File: config.mk
export PLATFORM = sky130hd
export DESIGN_NAME = hps_bridge_stream_mailbox_flat
export DESIGN_NICKNAME = d
export VERILOG_FILES = /design/src/rtl/hps_bridge_if.sv /design/src/rtl/hps_bridge_stream_mailbox.sv /design/src/flat_wrapper.sv
export SDC_FILE = /design/constraint.sdc
export NUM_CORES = 1
export LEC_CHECK = 0
export BUFFER_PORTS_ARGS = -buffer_cell sky130_fd_sc_hd__buf_2
export CORE_ASPECT_RATIO = 1.75
export CORE_MARGIN = 5
export CORE_UTILIZATION = 55
export CTS_BUF_LIST = sky130_fd_sc_hd__clkbuf_8 sky130_fd_sc_hd__clkbuf_16
export CTS_CLUSTER_DIAMETER = 100
export DETAILED_ROUTE_END_ITERATION = 10
export HOLD_SLACK_MARGIN = 0.05
export PLACE_DENSITY = 0.72
export SLEW_MARGIN = 0
export SYNTH_ARGS = -nofsm -noshare
export SYNTH_HDL_FRONTEND = slang
export SYNTH_SLANG_ARGS = --single-unit
export TNS_END_PERCENT = 1
File: constraint.sdc
create_clock -name clk -period 5.9 [get_ports clk]
set_clock_uncertainty 0.15 [all_clocks]
set_input_delay 0.59 -clock clk [delete_from_list [all_inputs] [get_ports clk]]
set_output_delay 0.59 -clock clk [all_outputs]
set_load 0.03 [all_outputs]
File: src/rtl/hps_bridge_if.sv
// rtl/hps_bridge_if.sv - HPS external-bus bridge signal bundle
interface hps_bridge_if #(
  parameter int ADDR_WIDTH = 5,
  parameter int BUS_WIDTH  = 32,
  parameter int BUS_BYTES  = 4
);
  logic [ADDR_WIDTH-1:0] addr;
  logic                  bus_enable;
  logic                  r_wbar;
  logic [BUS_BYTES-1:0]  byte_enable;
  logic [BUS_WIDTH-1:0]  write_data;
  logic [BUS_WIDTH-1:0]  read_data;
  logic                  ack;
  logic                  irq;

  modport master (
    output addr, bus_enable, r_wbar, byte_enable, write_data,
    input  read_data, ack, irq
  );

  modport slave (
    input  addr, bus_enable, r_wbar, byte_enable, write_data,
    output read_data, ack, irq
  );
endinterface

File: src/rtl/hps_bridge_stream_mailbox.sv
// rtl/hps_bridge_stream_mailbox.sv - bridge slave with TX pixel FIFO, RX result FIFO, status and masked IRQs
module hps_bridge_stream_mailbox #(
  parameter int ADDR_WIDTH = 5,
  parameter int BUS_WIDTH  = 32,
  parameter int BUS_BYTES  = 4,
  parameter int DATA_WIDTH = 8,
  parameter int RES_WIDTH  = 32,
  parameter int FIFO_DEPTH = 16
) (
  input  logic                  clk,
  input  logic                  rst,
  hps_bridge_if.slave           bus,
  output logic [DATA_WIDTH-1:0] pix_data,
  output logic                  pix_valid,
  input  logic                  pix_ready,
  input  logic [RES_WIDTH-1:0]  res_data,
  input  logic                  res_valid,
  output logic                  res_ready
);
  localparam int AW = $clog2(FIFO_DEPTH);
  localparam int CW = AW + 1;
  localparam int WW = ADDR_WIDTH - 2;
  localparam logic [WW-1:0] W_CTRL     = WW'(0);
  localparam logic [WW-1:0] W_STATUS   = WW'(1);
  localparam logic [WW-1:0] W_IRQ_EN   = WW'(2);
  localparam logic [WW-1:0] W_IRQ_STAT = WW'(3);
  localparam logic [WW-1:0] W_TX_DATA  = WW'(4);
  localparam logic [WW-1:0] W_RX_DATA  = WW'(5);
  localparam logic [CW-1:0] FULL_CNT   = CW'(FIFO_DEPTH);

  typedef enum logic [1:0] {S_IDLE, S_TX_WAIT, S_ACK} state_t;
  state_t state, state_next;

  logic                  ctrl_en;
  logic [3:0]            irq_en, irq_stat, irq_en_next, irq_stat_next, w1c, irq_set;
  logic                  irq_q;
  logic [BUS_WIDTH-1:0]  rdata_q, rd_val;

  logic [DATA_WIDTH-1:0] tx_mem [FIFO_DEPTH];
  logic [RES_WIDTH-1:0]  rx_mem [FIFO_DEPTH];
  logic [AW-1:0]         tx_wp, tx_rp, rx_wp, rx_rp;
  logic [CW-1:0]         tx_count, rx_count, tx_count_next, rx_count_next;

  logic [WW-1:0] word;
  logic req, wr, rd;
  logic tx_full, tx_empty, rx_full, rx_empty;
  logic flush, tx_push_req, tx_push_ok, tx_push, tx_pop, rx_push, rx_pop, rx_rd, underflow;
  logic unused_ok;

  assign word     = bus.addr[ADDR_WIDTH-1:2];
  assign req      = (state == S_IDLE) && bus.bus_enable;
  assign wr       = req && !bus.r_wbar;
  assign rd       = req && bus.r_wbar;
  assign tx_full  = (tx_count == FULL_CNT);
  assign tx_empty = (tx_count == '0);
  assign rx_full  = (rx_count == FULL_CNT);
  assign rx_empty = (rx_count == '0);

  assign pix_valid = !tx_empty && ctrl_en;
  assign pix_data  = tx_mem[tx_rp];
  assign res_ready = !rx_full && ctrl_en;

  // Flush dominates everything that would move a FIFO pointer this cycle.
  assign flush       = wr && (word == W_CTRL) && bus.byte_enable[0] && bus.write_data[1];
  assign tx_push_req = (wr && (word == W_TX_DATA)) || (state == S_TX_WAIT);
  assign tx_push_ok  = tx_push_req && (!tx_full || (pix_valid && pix_ready));
  assign tx_push     = tx_push_ok && !flush;
  assign tx_pop      = pix_valid && pix_ready && !flush;
  assign rx_push     = res_valid && res_ready && !flush;
  assign rx_rd       = rd && (word == W_RX_DATA);
  assign rx_pop      = rx_rd && !rx_empty && !flush;
  assign underflow   = rx_rd && rx_empty;

  assign tx_count_next = flush ? '0 : tx_count + CW'(tx_push) - CW'(tx_pop);
  assign rx_count_next = flush ? '0 : rx_count + CW'(rx_push) - CW'(rx_pop);

  always_comb begin
    irq_set[0] = (rx_count == '0) && (rx_count_next != '0);
    irq_set[1] = (tx_count != '0) && (tx_count_next == '0);
    irq_set[2] = underflow;
    irq_set[3] = !rx_full && (rx_count_next == FULL_CNT);
    w1c = (wr && (word == W_IRQ_STAT) && bus.byte_enable[0]) ? bus.write_data[3:0] : 4'b0;
    irq_stat_next = (irq_stat & ~w1c) | irq_set;
    irq_en_next = (wr && (word == W_IRQ_EN) && bus.byte_enable[0]) ? bus.write_data[3:0] : irq_en;
  end

  always_comb begin
    rd_val = '0;
    case (word)
      W_CTRL:     rd_val[0] = ctrl_en;
      W_STATUS: begin
        rd_val[CW-1:0]  = tx_count;
        rd_val[8 +: CW] = rx_count;
        rd_val[16]      = tx_full;
        rd_val[17]      = tx_empty;
        rd_val[18]      = rx_full;
        rd_val[19]      = rx_empty;
      end
      W_IRQ_EN:   rd_val[3:0] = irq_en;
      W_IRQ_STAT: rd_val[3:0] = irq_stat;
      W_RX_DATA:  if (!rx_empty) rd_val[RES_WIDTH-1:0] = rx_mem[rx_rp];
      default:    rd_val = '0;
    endcase
  end

  always_comb begin
    state_next = state;
    case (state)
      S_IDLE:
        if (bus.bus_enable) begin
          if (wr && (word == W_TX_DATA) && !tx_push_ok) state_next = S_TX_WAIT;
          else                                          state_next = S_ACK;
        end
      S_TX_WAIT: if (tx_push) state_next = S_ACK;
      S_ACK:     state_next = S_IDLE;
      default:   state_next = S_IDLE;
    endcase
  end

  always_ff @(posedge clk) begin
    if (rst) begin
      state    <= S_IDLE;
      ctrl_en  <= 1'b0;
      irq_en   <= '0;
      irq_stat <= '0;
      irq_q    <= 1'b0;
      rdata_q  <= '0;
      tx_wp    <= '0;
      tx_rp    <= '0;
      rx_wp    <= '0;
      rx_rp    <= '0;
      tx_count <= '0;
      rx_count <= '0;
    end else begin
      state    <= state_next;
      irq_en   <= irq_en_next;
      irq_stat <= irq_stat_next;
      irq_q    <= |(irq_stat_next & irq_en_next);
      tx_count <= tx_count_next;
      rx_count <= rx_count_next;
      if (req) rdata_q <= rd ? rd_val : '0;
      if (wr && (word == W_CTRL) && bus.byte_enable[0]) ctrl_en <= bus.write_data[0];
      if (flush) begin
        tx_wp <= '0;
        tx_rp <= '0;
        rx_wp <= '0;
        rx_rp <= '0;
      end else begin
        if (tx_push) tx_wp <= tx_wp + 1'b1;
        if (tx_pop)  tx_rp <= tx_rp + 1'b1;
        if (rx_push) rx_wp <= rx_wp + 1'b1;
        if (rx_pop)  rx_rp <= rx_rp + 1'b1;
      end
    end
  end

  always_ff @(posedge clk) begin
    if (tx_push) tx_mem[tx_wp] <= bus.write_data[DATA_WIDTH-1:0];
    if (rx_push) rx_mem[rx_wp] <= res_data;
  end

  assign bus.ack       = (state == S_ACK);
  assign bus.read_data = (state == S_ACK) ? rdata_q : '0;
  assign bus.irq       = irq_q;

  assign unused_ok = ^{bus.addr[1:0], bus.write_data, bus.byte_enable};
endmodule

File: src/flat_wrapper.sv
// flat-port wrapper written by rule: the top's interface ports become plain ports
module hps_bridge_stream_mailbox_flat 
#(
  parameter int ADDR_WIDTH = 5,
  parameter int BUS_WIDTH  = 32,
  parameter int BUS_BYTES  = 4,
  parameter int DATA_WIDTH = 8,
  parameter int RES_WIDTH  = 32,
  parameter int FIFO_DEPTH = 16
)
  (clk, rst, pix_data, pix_valid, pix_ready, res_data, res_valid, res_ready, bus_addr, bus_bus_enable, bus_r_wbar, bus_byte_enable, bus_write_data, bus_read_data, bus_ack, bus_irq);
  hps_bridge_if #(.ADDR_WIDTH(ADDR_WIDTH), .BUS_WIDTH(BUS_WIDTH), .BUS_BYTES(BUS_BYTES)) bus_i ();
  input  logic clk;
  input  logic rst;
  output logic [DATA_WIDTH-1:0] pix_data;
  output logic pix_valid;
  input  logic pix_ready;
  input  logic [RES_WIDTH-1:0] res_data;
  input  logic res_valid;
  output logic res_ready;
  input wire logic [$bits(bus_i.addr)-1:0] bus_addr;
  input wire logic [$bits(bus_i.bus_enable)-1:0] bus_bus_enable;
  input wire logic [$bits(bus_i.r_wbar)-1:0] bus_r_wbar;
  input wire logic [$bits(bus_i.byte_enable)-1:0] bus_byte_enable;
  input wire logic [$bits(bus_i.write_data)-1:0] bus_write_data;
  output wire logic [$bits(bus_i.read_data)-1:0] bus_read_data;
  output wire logic [$bits(bus_i.ack)-1:0] bus_ack;
  output wire logic [$bits(bus_i.irq)-1:0] bus_irq;
  assign bus_i.addr = bus_addr;
  assign bus_i.bus_enable = bus_bus_enable;
  assign bus_i.r_wbar = bus_r_wbar;
  assign bus_i.byte_enable = bus_byte_enable;
  assign bus_i.write_data = bus_write_data;
  assign bus_read_data = bus_i.read_data;
  assign bus_ack = bus_i.ack;
  assign bus_irq = bus_i.irq;
  hps_bridge_stream_mailbox #(.ADDR_WIDTH(ADDR_WIDTH), .BUS_WIDTH(BUS_WIDTH), .BUS_BYTES(BUS_BYTES), .DATA_WIDTH(DATA_WIDTH), .RES_WIDTH(RES_WIDTH), .FIFO_DEPTH(FIFO_DEPTH)) u_core (.clk(clk), .rst(rst), .bus(bus_i), .pix_data(pix_data), .pix_valid(pix_valid), .pix_ready(pix_ready), .res_data(res_data), .res_valid(res_valid), .res_ready(res_ready));
endmodule
# Word-level counts from Yosys, hierarchy flattened
# Memories as Yosys holds them, arrays and structs flattened. A register that Yosys moved wholly into a read port is not among the register bits.
# Cells that the tools add are included.
# word_totals
ff_bits	70
out_inout_bits	44
memories	2
elab_cells	111
input_bits	79
rom_bits	0
ram_bits	640
latchBits	0
# op_classes
order_cmp	0
muxes	27
n_div	0
shift	0
n_eq_ne	12
reduce_logical	46
addsub	8
bitwise	4
multipliers	0
# memory_table
name	words	word_bits	read_ports	rd_clocked_by_memory_dff	write_ports	line_no	text
u_core.rx_mem	16	32	1	1	1	hps_bridge_stream_mailbox.sv:40	logic [RES_WIDTH-1:0] rx_mem [FIFO_DEPTH];
u_core.tx_mem	16	8	1	1	1	hps_bridge_stream_mailbox.sv:39	logic [DATA_WIDTH-1:0] tx_mem [FIFO_DEPTH];
# ops
cell	count
2-to-1 mux 32 bit	3
logical AND 1 bit	27
2-to-1 mux 4 bit	6
adder 4 x 1 -> 4 bit, second input constant	4
== test 5 bit, second input constant	3
logical NOT 5 bit	3
2-to-1 mux 12 bit	1
one-hot mux 3 bit (4 select lines)	1
adder 5 x 1 -> 5 bit	2
2-to-1 mux 5 bit	2
one-hot mux 5 bit (2 select lines)	1
nonzero test 5 bit	2
subtractor 5 x 1 -> 5 bit	2
bitwise AND 4 bit	2
one-hot mux 4 bit (2 select lines)	1
logical NOT 1 bit	7
== test 3 x 2 -> 1 bit, second input constant	2
== test 3 bit, second input constant	2
2-to-1 mux 2 bit	3
2-to-1 mux 3 bit	2
one-hot mux 1 bit (5 select lines)	1
2-to-1 mux 1 bit	4
NOT 4 bit	1
bitwise OR 4 bit	1
13 further kinds	14

# Longest topological paths before layout
# depth
word_depth	16
depth_mapped	15
mapped_depth_nobuf	15

# Worst setup path after synthesis
# No wires, ideal clock.
# synth_timing
kind	input port to flip-flop
from	in bus_addr[4]
to	mem u_core.rx_mem[0][0] (enable)
setup_ns	0.461
cell_stages	7
path_buffers	2
arrival_time_ns	3.979
path_slack_ns	1.310
t_required_ns	5.289
cell_sequence	buf_2 > nor4b_2 > a311oi_1 > and2_1 > clkbuf_1 > nand2_1 > nor3_1
# synth_via
elab_chain_len	8
# synth_rtl
item	line_no	text
start, declared	flat_wrapper.sv:21	input wire logic [$bits(bus_i.addr)-1:0] bus_addr;
logical NOT 3 bit	hps_bridge_stream_mailbox.sv:64	assign flush = wr && (word == W_CTRL) && bus.byte_enable[0] && bus.write_data[1];
logical AND 1 bit (3 in a row)	hps_bridge_stream_mailbox.sv:64	
logical NOT 1 bit	hps_bridge_stream_mailbox.sv:69	assign rx_push = res_valid && res_ready && !flush;
logical AND 1 bit	hps_bridge_stream_mailbox.sv:69	
via u_core.rx_push	hps_bridge_stream_mailbox.sv:47	logic flush, tx_push_req, tx_push_ok, tx_push, tx_pop, rx_push, rx_pop, rx_rd, underflow;
2-to-1 mux 1 bit	hps_bridge_stream_mailbox.sv:159	if (rx_push) rx_mem[rx_wp] <= res_data;
2-to-1 mux 1 bit (not written as such)	hps_bridge_stream_mailbox.sv:159	
end, declared	hps_bridge_stream_mailbox.sv:40	
# The timed path passes the listed nets, and every way through them passes these cells.

# Final worst setup path
# layout_timing
from	reg u_core.state[1]
to	reg u_core.irq_q, in the netlist u_core.bus.irq
# layout_via
elab_chain_len	16
# layout_rtl
item	line_no	text
start, declared	hps_bridge_stream_mailbox.sv:32	state_t state, state_next;
start signal, assigned	hps_bridge_stream_mailbox.sv:135	state <= state_next;
logical NOT 2 bit	hps_bridge_stream_mailbox.sv:51	assign req = (state == S_IDLE) && bus.bus_enable;
logical AND 1 bit	hps_bridge_stream_mailbox.sv:51	
logical AND 1 bit	hps_bridge_stream_mailbox.sv:52	assign wr = req && !bus.r_wbar;
logical AND 1 bit (3 in a row)	hps_bridge_stream_mailbox.sv:64	
logical NOT 1 bit	--	
logical AND 1 bit (on tied branches)	hps_bridge_stream_mailbox.sv:69, hps_bridge_stream_mailbox.sv:67	
adder 5 x 1 -> 5 bit (on tied branches)	hps_bridge_stream_mailbox.sv:75, hps_bridge_stream_mailbox.sv:74	
subtractor 5 x 1 -> 5 bit (on tied branches)	hps_bridge_stream_mailbox.sv:75, hps_bridge_stream_mailbox.sv:74	
2-to-1 mux 5 bit (on tied branches)	hps_bridge_stream_mailbox.sv:75, hps_bridge_stream_mailbox.sv:74	
== test 5 bit (tied with other cells)	hps_bridge_stream_mailbox.sv:81	irq_set[3] = !rx_full && (rx_count_next == FULL_CNT);
logical AND 1 bit (on tied branches)	hps_bridge_stream_mailbox.sv:81, hps_bridge_stream_mailbox.sv:78, hps_bridge_stream_mailbox.sv:79	
bitwise OR 4 bit	hps_bridge_stream_mailbox.sv:83	irq_stat_next = (irq_stat & ~w1c) | irq_set;
bitwise AND 4 bit *	hps_bridge_stream_mailbox.sv:138	irq_q <= |(irq_stat_next & irq_en_next);
OR reduction 4 bit *	hps_bridge_stream_mailbox.sv:138	
end signal, assigned	hps_bridge_stream_mailbox.sv:138	
end, declared	hps_bridge_stream_mailbox.sv:36	logic irq_q;
# Mark *: on every way between the ends. The rest lies on a longest branch, timed or not.
# A chain may end at the register's enable or synchronous reset.

==> impl_metrics.toml <==
[logic_synthesis]
synth.area.top_cells = "edfxtp_1 (68%), mux4_2 (16%), dfxtp_1 (5.6%)"
syn_nets = 1480
async_reset_ff_share_pct = 0
ys_types = 57
synth_top_area_share_pct = 68.47
synth_top_cell_by_area = "edfxtp_1"
synth_edf_count = 640
syn_area_per_cell_um2 = 20.35
synth_ff_type = "edfxtp_1"
yosysWarnings = 0
synth.ff_latch_count = 718
syn_area_um2 = 28070
synthCells = 1379
yosysSeqAreaShare_pct = 74.04

[route]
routed_via_density = 6.234
drt_iter0_drc = 1375
ant_nets = 0
drc = 0
vias = 13846
wire_per_inst_um = 28.31
drt_first_pass_iters = 5
wl_um = 62880

[sta]
slew_viol_final = 0
fmax_ghz = 0.2409
fin_tns_setup_ns = 0
hold_viol_final = 0
post-route-period-util_pct = 70.37
finalSetupViolCount = 0
maxSlewHeadroom_pct = 26.87
timing.hold.ws_ns = 0.1613
rsz0062_at_grt = "no"
tightest_slew_ns = 1.095
post-route-min-period_ns = 4.152

[worst_hold_path]
min-delay-start = "bus_bus_enable"
whs_path_depth = 3
hold_path_class = "primary input to flop"
hold_path_end = "u_core.state[1]$_SDFFE_PP0P_"

[cts]
cts-resized-gates = 0
cts_htree_levels = 2
max-clock-path-buffers = 3
cts_tree = "yes"
cts_made_buffers = 60
cts.clk_slew.worst_paths_ns = 0.07
cts_setup_buffers = 0
insertion_delay_ns = 0.61
clock-root-buffer = "clkbuf_16"
clock_sinks = 718
ctsHoldBuffers = 0

[die]
fp.coreArea_um2 = 50600
ios = 123
die_w_um = 180.8
fp.dieH_um = 308.8
rows = 109
start_util_pct = 55.47
dieArea_um2 = 55830

[global_routing]
first_global_vias = 14458
grt_pass1_wl_um = 93730
grt_use_total_pct = 22.71
grt_max_degree = 66
overflow = 0
antenna_found_initial = 9

[run_status]
status = "finished clean"

[final_layout]
final_common_cell = "edfxtp_1"
postLayoutCoreUtil_pct = 62.61
area_delta_synth_final_pct = 12.87
mostFrequentLayoutCells = "edfxtp_1 (640), mux4_2 (199), buf_2 (93), dfxtp_1 (72), clkbuf_16 (62)"
drive_gt1_share_pct = 30.34
nNetsFinal = 1598

[worst_setup_path]
rr_worst_depth = 13
reg2reg_from = "u_core.state[1]$_SDFFE_PP0P_"
start_kind = "flop"
worst_ep_required_time_ns = 6.22
cp-end-kind = "flop"
path_max_fanout = 11
r2r_end = "u_core.bus.irq$_SDFF_PP0_"
ff2ff_setup_slack_ns = 1.75
cp_data_arrival_time_ns = 4.47
crit_type = "flop to flop"

[pwr]
ir_drop_mv = 0.4508
leakagePower_nw = 10.03
p_per_area_nw_per_um2 = 320.8

[placed_design]
post-dp-hpwl_um = 38340
gp_congestion = 0.8163
port_buffers = 93

[job]
max_cap_viol_count = 0
## metal layers
metal  up-vias  share of wire [%]  track usage (%)
met2       484                 55            41.82
met1      7321                 35            27.14
met5         -                  0                0
met4         0                3.9            8.342
li1       5914                  -                -
met3       127                5.6            3.518
## worst max-delay path by stage
stage / cells past startpoint / start / slack (ns) / endpoint
4_1_cts: 13 / u_core.rx_count[2]$_SDFF_PP0_ / 1.75 / u_core.bus.irq$_SDFF_PP0_
2_1_floorplan: 7 / bus_addr[4] / 1.31 / u_core.rx_mem[0][0]$_DFFE_PP_
3_5_place_dp: 13 / bus_addr[2] / 1.46 / u_core.bus.irq$_SDFF_PP0_
6_report: 13 / u_core.state[1]$_SDFFE_PP0P_ / 1.75 / u_core.bus.irq$_SDFF_PP0_
3_3_place_gp: 13 / bus_addr[2] / 1.52 / u_core.bus.irq$_SDFF_PP0_
5_1_grt: 13 / u_core.rx_count[2]$_SDFF_PP0_ / 1.44 / u_core.bus.irq$_SDFF_PP0_
## registers in the layout (all words and copies together) (netlist names), named ones only
signal,count
u_core.ctrl_en,1
u_core.bus.irq,1
u_core.rdata_q,32
u_core.irq_stat,4
u_core.tx_mem,128
u_core.rx_mem,512
u_core.rx_wp,4
u_core.tx_rp,4
u_core.state,2
u_core.tx_count,5
u_core.rx_count,5
u_core.rx_rp,4
u_core.tx_wp,4
u_core.irq_en,4
## stage by stage
| stage | setup slack (ns) | cell area, µm² | std cells | power, W |
|---|---|---|---|---|
| after detailed placement | 1.463 | 29470 | 2101 | 0.005942 |
| after global placement | 1.517 | 29470 | 2101 | 0.005931 |
| after global routing | 1.439 | 31670 | 2218 | 0.01048 |
| after floorplan | 1.310 | 28070 | 1379 | 0.005821 |
| after CTS | 1.750 | 31660 | 2215 | 0.01022 |
| final | 1.748 | 31680 | 2221 | 0.01016 |
## area by class of cell
cell class / count / area [µm²]
flip-flops and latches: 718 / 20790
fillers: 3417 / 18920
multi-input cells: 562 / 6988
clock buffers: 71 / 1675
well taps: 666 / 833.3
repair buffers: 131 / 763.2
clock inverters: 43 / 519.2
inverters: 24 / 90.09
diodes: 6 / 15.01
## report_power, final
group | switching, W | internal (W) | total, W
registers | 0.0000152 | 0.00554 | 0.00555
logic | 0.000183 | 0.0000985 | 0.000282
clock network | 0.00178 | 0.00255 | 0.00433
## logic make-up (layout without fill, tap and decap cells)
| group | Yosys count | after routing | share of synthesized area (%) |
|---|---|---|---|
| multiplexers | 206 | 206 | 16.24 |
| AO/OA/AOI/OAI | 97 | 97 | 2.452 |
| other | 0 | 6 | 0 |
| XOR/XNOR | 18 | 18 | 0.5617 |
| adder cells (fa/ha/maj) | 22 | 22 | 1.034 |
| AND/OR/NAND/NOR | 219 | 219 | 4.150 |
| flip-flops | 718 | 718 | 74.04 |
| buffers and inverters | 99 | 269 | 1.525 |
## Yosys cell counts, types with 6 or more instances
| cell | count |
|---|---|
| xor2_1 | 11 |
| ha_1 | 20 |
| inv_1 | 24 |
| o21ai_0 | 6 |
| edfxtp_1 | 640 |
| mux4_2 | 199 |
| buf_1 | 8 |
| nor2b_1 | 6 |
| a222oi_1 | 7 |
| and2_1 | 37 |
| xnor2_1 | 7 |
| a22o_1 | 18 |
| nor3_1 | 18 |
| clkbuf_1 | 34 |
| nand2b_1 | 9 |
| dfxtp_1 | 78 |
| a21oi_1 | 33 |
| nand2_1 | 25 |
| nor2_1 | 69 |
| buf_2 | 30 |
| nand3_1 | 18 |
## critical path, cell delays in order (launching register included)
cell	delay [ns]
dfxtp_1	0.40
nor4bb_2	0.35
buf_4	0.25
nand4b_1	0.36
or2_2	0.45
nand2_1	0.07
ha_1	0.16
inv_1	0.06
fa_1	0.54
or3b_2	0.44
a221o_1	0.29
and2_1	0.17
o2111ai_1	0.20
o2111ai_1	0.13
No activity file was read; power rests on OpenSTA's default activity.
